$ cat config.mk
export PLATFORM = sky130hd
export DESIGN_NAME = branch_predictor
export DESIGN_NICKNAME = d
export VERILOG_FILES = /design/src/rtl/branch_predictor.sv
export SDC_FILE = /design/constraint.sdc
export NUM_CORES = 2
export LEC_CHECK = 0
export CORE_UTILIZATION = 50
export CTS_CLUSTER_DIAMETER = 120
export DETAILED_ROUTE_END_ITERATION = 12
export GPL_TIMING_DRIVEN = 1
export PLACE_DENSITY = 0.78
export SYNTH_ARGS = -nofsm -noshare
export SYNTH_HDL_FRONTEND = slang
export SYNTH_SLANG_ARGS = --single-unit
$ cat constraint.sdc
create_clock -name clk -period 35.5 [get_ports clk]
set_input_delay 5.325 -clock clk [delete_from_list [all_inputs] [get_ports clk]]
set_output_delay 5.325 -clock clk [all_outputs]
set_load 0.1 [all_outputs]
$ cat src/rtl/branch_predictor.sv
// rtl/branch_predictor.sv - direct-mapped BTB with 2-bit counters, EX-stage training and mispredict redirect
// Optional BP_STATS_EN builds the resolved-branch and mispredict counters; otherwise they read 0.
module branch_predictor #(
    parameter int INDEX_BITS = 4
) (
    input  logic        clk,
    input  logic        rst,
    input  logic        if_valid,
    input  logic [31:0] if_pc,
    output logic        pred_taken,
    output logic [31:0] pred_target,
    input  logic        ex_valid,
    input  logic        ex_is_branch,
    input  logic [31:0] ex_pc,
    input  logic        ex_taken,
    input  logic [31:0] ex_target,
    input  logic        ex_pred_taken,
    input  logic [31:0] ex_pred_target,
    output logic        mispredict,
    output logic [31:0] redirect_pc,
    output logic [31:0] stat_branches,
    output logic [31:0] stat_mispredicts
);

    localparam int ENTRIES  = 1 << INDEX_BITS;
    localparam int TAG_BITS = 30 - INDEX_BITS;

    logic [ENTRIES-1:0]  valid_q;
    logic [TAG_BITS-1:0] tag_q    [ENTRIES];
    logic [31:0]         target_q [ENTRIES];
    logic [1:0]          ctr_q    [ENTRIES];

    logic [INDEX_BITS-1:0] if_idx;
    logic [TAG_BITS-1:0]   if_tag;
    logic                  if_hit;
    logic [INDEX_BITS-1:0] ex_idx;
    logic [TAG_BITS-1:0]   ex_tag;
    logic                  ex_hit;
    logic                  ex_update;

    assign if_idx = if_pc[INDEX_BITS+1:2];
    assign if_tag = if_pc[31:INDEX_BITS+2];
    assign if_hit = valid_q[if_idx] && (tag_q[if_idx] == if_tag);

    // Gating with rst keeps the lookup quiet for the whole reset pulse, not just after the clear lands.
    assign pred_taken  = !rst && if_valid && if_hit && ctr_q[if_idx][1];
    assign pred_target = pred_taken ? target_q[if_idx] : if_pc + 32'd4;

    assign ex_idx    = ex_pc[INDEX_BITS+1:2];
    assign ex_tag    = ex_pc[31:INDEX_BITS+2];
    assign ex_hit    = valid_q[ex_idx] && (tag_q[ex_idx] == ex_tag);
    assign ex_update = ex_valid && ex_is_branch;

    always_comb begin
        mispredict = 1'b0;
        if (ex_valid) begin
            if (ex_is_branch)
                mispredict = (ex_taken != ex_pred_taken) ||
                             (ex_taken && (ex_target != ex_pred_target));
            else
                mispredict = ex_pred_taken;
        end
    end

    assign redirect_pc = (ex_is_branch && ex_taken) ? ex_target : ex_pc + 32'd4;

    always_ff @(posedge clk or posedge rst) begin
        if (rst) begin
            valid_q <= '0;
            for (int i = 0; i < ENTRIES; i++) begin
                tag_q[i]    <= '0;
                target_q[i] <= '0;
                ctr_q[i]    <= 2'b01;
            end
        end else if (ex_update) begin
            if (ex_taken) begin
                if (ex_hit) begin
                    if (ctr_q[ex_idx] != 2'b11)
                        ctr_q[ex_idx] <= ctr_q[ex_idx] + 2'd1;
                    target_q[ex_idx] <= ex_target;
                end else begin
                    // Allocation overwrites whatever lived at this index, weakly taken.
                    valid_q[ex_idx]  <= 1'b1;
                    tag_q[ex_idx]    <= ex_tag;
                    target_q[ex_idx] <= ex_target;
                    ctr_q[ex_idx]    <= 2'b10;
                end
            end else if (ex_hit && ctr_q[ex_idx] != 2'b00) begin
                ctr_q[ex_idx] <= ctr_q[ex_idx] - 2'd1;
            end
        end else if (ex_valid && ex_pred_taken) begin
            // A non-branch predicted taken means the entry aliased; drop it.
            valid_q[ex_idx] <= 1'b0;
        end
    end

`ifdef BP_STATS_EN
    logic [31:0] branches_q;
    logic [31:0] mispredicts_q;

    always_ff @(posedge clk or posedge rst) begin
        if (rst) begin
            branches_q    <= '0;
            mispredicts_q <= '0;
        end else begin
            if (ex_update)
                branches_q <= branches_q + 32'd1;
            if (mispredict)
                mispredicts_q <= mispredicts_q + 32'd1;
        end
    end

    assign stat_branches    = branches_q;
    assign stat_mispredicts = mispredicts_q;
`else
    assign stat_branches    = '0;
    assign stat_mispredicts = '0;
`endif

endmodule

---- Word level (Yosys, flattened, before mapping) ----
Cells that the tools add are included.
word-level totals
  output and inout port bits .............. 130
  bits in registers ....................... 976
  input bits .............................. 135
cells by class
  order comparisons ....................... 6
  add/sub/neg operators ................... 4
  equality and inequality tests ........... 8
  bitwise logic cells ..................... 9
  muxes and demuxes ....................... 43
  reductions and logical operators ........ 21
operator list
  cell                   count
  $bwmux 512             1
  $bwmux 416             1
  $mux 32                9
  $bmux 26 s4            2
  $mux 26                5
  $bmux 32 s4            1
  $demux 32 s4           1
  $demux 26 s4           1
  $add 32x3->32 const B  2
  $bwmux 32              2
  $mux 16                4
  $eq 26x26->1           2
  $and 16x16->16         2
  $ne 32x32->1           1
  $not 16->16            2
  $or 16x16->16          2
  $bmux 2 s4             2
  $logic_and 1x1->1      12
  $ge 5x5->1 const B     2
  $lt 4x5->1 const B     2
  $mux 2                 5
  $not 4->5              2
  $reduce_and 3->1       3
  $bmux 1 s4             2
  15 further kinds       23

---- Longest topological paths before layout ----
  depth in word-level cells ............... 9
  mapped depth ............................ 16
  depth with buffers taken out ............ 9

---- Least setup slack after synthesis ----
No wires, ideal clock.
  path type ............................... input to output
  start ................................... input port rst
  end ..................................... output port pred_target[22]
  slack ................................... 141 ps
  data required time ...................... 30175 ps
  buffers on the path ..................... 2
  data arrival time ....................... 30034 ps
  cell stages on the path ................. 8
  cell sequence ........................... inv_1 > o2111a_1 > nand4_1 > and4b_1 > clkbuf_1 > clkbuf_1 > nand2_1 > o21ai_0
on the way
  cells in the longest elaborated chain, start to end .. 5
ends and longest elaborated chain
  what                              RTL line  source
  from (decl)                       7         input logic rst,
  $logic_not 1->1 (no source line)  --
  $logic_and 1x1->1 (3 in series)   46        assign pred_taken = !rst && if_valid && if_hit && ctr_q[if_idx][1];
  via pred_taken                    10        output logic pred_taken,
  $mux 32                           47        assign pred_target = pred_taken ? target_q[if_idx] : if_pc + 32'd4;
  to (decl)                         11        output logic [31:0] pred_target,
The timed path passes the listed nets, and every way through them passes these cells.

---- Final worst setup path ----
  start ................................... input port if_pc[3]
  end ..................................... output port pred_target[2]
on the way
  cells in the longest elaborated chain, start to end .. 9
ends and longest elaborated chain
  what                                         RTL line    source
  from (decl)                                  9           input logic [31:0] if_pc,
  $not 4->5 (not written as such)              43, 46, 47
  $bmux 26 s4                                  43          assign if_hit = valid_q[if_idx] && (tag_q[if_idx] == if_tag);
  $mux 26 (not written as such) (2 in series)  43
  $eq 26x26->1                                 43
  $logic_and 1x1->1                            43
  $logic_and 1x1->1 (2 in series)              46
  $mux 32 *                                    47
Mark *: on every way between the ends. The rest lies on a longest branch, timed or not. The select of a mux whose other input is x is not followed.

==> flow_metrics.tcl <==
set metrics [dict create \
    tns_ns 0 \
    whs_ns 0.502 \
    holdBufCountCts 0 \
    synth_edf_count 0 \
    postPlaceCellArea_um2 54100 \
    grt_max_degree 165 \
    die_area_um2 104000 \
    syn_to_final_growth_pct 12.3 \
    drive_above_1_share_pct 39.9 \
    clock-skew-final_ns 0.0473 \
    hpwl_um 93600 \
    drt-pass1-iter-count 6 \
    power.density_nw_per_um2 53.5 \
    htree_levels 3 \
    rows 117 \
    whs_path_depth 1 \
    power.total_mw 3.10 \
    final_core_util_pct 56.7 \
    setup_viol 0 \
    ys_types 68 \
    mostFrequentLayoutCells "960 x dfrtp_1, 762 x mux2_2, 371 x mux4_2" \
    post_cts_resized 0 \
    endpoint_kind "primary output" \
    worstPathRequired_ns 30.17 \
    hold_viol_final 0 \
    route.detailed.drc 0 \
    synthCells 3543 \
    relSlewSlack_pct 24.8 \
    cts.sinks 976 \
    synth-main-ff-cell "dfrtp_1" \
    clock_path_buffers 3 \
    numCtsBuffers 102 \
    rsz0062_at_grt "no" \
    outcome "finished, final reports clean" \
    max_freq_mhz 59.3 \
    final_antenna_net_count 0 \
    dp_cells 4846 \
    start_util_pct 50.5 \
    final_common_cell "dfrtp_1" \
    cts_tree "built" \
    port_buffers 200 \
    track_usage_pct 29.3 \
    avgSynthCellArea_um2 14.5 \
    ir_worst_vdd_mv 0.0404 \
    post-cts-setup-buffers 0 \
    path_class "in -> out" \
    holdCritPathClass "reg -> reg" \
    die_h_um 323 \
    p_leak_nw 25.6 \
    place_ws_ns 18.83 \
    fin_cells 5043 \
    synth_area_um2 51500 \
    vias 32700 \
    die_x_um 323 \
    ioPinCount 265 \
    crit_fanout 126 \
    gr-total-overflow 0 \
    synth-seq-cells 976 \
    maxSlewViolCount 0 \
    grt_first_pass_wirelength_um 224000 \
    viasPerCell 6.49 \
    grt_pass1_vias 33100 \
    worst_slack_ns 18.65 \
    synth_seq_area_share_pct 47.5 \
    wirelength_um 151000 \
    timing.final.crit_share_pct 47.5 \
    finish.instance_area_um2 57800 \
    async_flop_share_pct 100 \
    antenna_found_initial 20 \
    cap_viol_max_count 0 \
    clock_latency_ns 0.72 \
    final_nets 3724 \
    crit_path_start_kind "input port" \
    tightest_slew_ns 1.13 \
    cts-root-buf "clkbuf_16" \
    routedWlPerCell_um 29.9 \
    critPathArrivalTime_ns 11.52 \
    clk_pin_slew_ns 0.06 \
    gp_congestion 0.909 \
    core-area_um2 102000 \
    reg2regPathDepth 11 \
    drt_iter0_drc 3592 \
    period_needed_ns 16.85 \
    yosysWarnings 0 \
]
## power by group
part | total [mW] | switching (mW) | leakage [nW] | internal (mW)
combinational | 0.557 | 0.286 | 11.0 | 0.272
sequential | 1.36 | 0.0991 | 12.9 | 1.27
clock | 1.17 | 0.476 | 1.81 | 0.697
total | 3.10 | 0.861 | 25.6 | 2.23
## critical path: stages
cell and delay (ns):
buf_8 0.49, buf_12 0.63, buf_4 0.71, mux4_2 0.41
mux4_2 0.51, xnor2_1 0.29, nand2_1 0.12, nor4_1 0.43
and4b_2 0.29, buf_4 0.56, mux2i_1 0.28, clkdlybuf4s50_1 1.19
## final timing paths
kind / start / to / slack, ns
setup / recovery: if_pc[3] / pred_target[2] / 18.65
hold / removal: target_q[498] / target_q[498] / 0.50
hold reg to reg: target_q[498] / target_q[498] / 0.50
setup reg to reg: tag_q[125] / tag_q[179] / 30.22
min in group asynchronous: rst / target_q[483] / 5.15
max in group asynchronous: rst / target_q[20] / 26.25
## metal layers
metal / part of all wire [%] / global-route usage, %
met1: 39 / 39.5
met5: 0.074 / 0
met2: 46 / 44.2
met3: 11 / 8.85
met4: 4.3 / 11.9
## cells in the mapped netlist, drive strengths merged (3+ instances only)
cell type | number | share of area, %
xnor2 | 68 | 1.2
a22oi | 8 | 0.12
mux2i | 68 | 1.3
dfrtp | 960 | 47
nand3b | 3 | 0.044
ha | 7 | 0.17
clkbuf | 214 | 1.6
mux4 | 371 | 16
a22o | 13 | 0.22
a31oi | 6 | 0.073
or3 | 13 | 0.16
dfstp | 16 | 0.82
o211ai | 5 | 0.073
a211oi | 3 | 0.044
nand2 | 126 | 0.92
a32o | 3 | 0.058
xor2 | 69 | 1.2
a21oi | 25 | 0.25
nand3 | 47 | 0.52
mux2 | 999 | 22
o32ai | 14 | 0.46
nor2 | 56 | 0.41
o22ai | 27 | 0.34
nor2b | 6 | 0.073
and3 | 14 | 0.17
a221oi | 3 | 0.051
nor3 | 7 | 0.068
and2 | 4 | 0.049
clkinv | 3 | 0.022
buf | 191 | 2.5
o21ai | 83 | 0.81
inv | 38 | 0.28
nand2b | 4 | 0.049
nand4 | 33 | 0.73
nor4 | 14 | 0.20
## registers in the layout, indices dropped and copies added, names as in the netlist, named ones only
register  cells
target_q    512
tag_q       416
ctr_q        32
## cell type report
type                            instances  area [um2]
Antenna cell                            6        15.0
Clock buffer                          141        2920
Clock inverter                         50         783
Fill cell                            7910       44100
Inverter                               41         164
Multi-Input combinational cell       2184       25100
Sequential cell                       976       24400
Tap cell                             1368        1710
Timing Repair Buffer                  277        2630
## logic make-up (layout without fill, tap and decap cells)
logic type,Yosys count,in the layout,synth area share (%)
AO/OA/AOI/OAI,202,202,2.70
XOR/XNOR,137,137,2.33
adder cells (fa/ha/maj),7,7,0.170
buffers and inverters,446,509,4.35
flip-flops,976,976,47.5
multiplexers,1438,1438,39.4
other,1,70,0.00729
AND/OR/NAND/NOR,336,336,3.53
(Power assumes the default switching activity.)
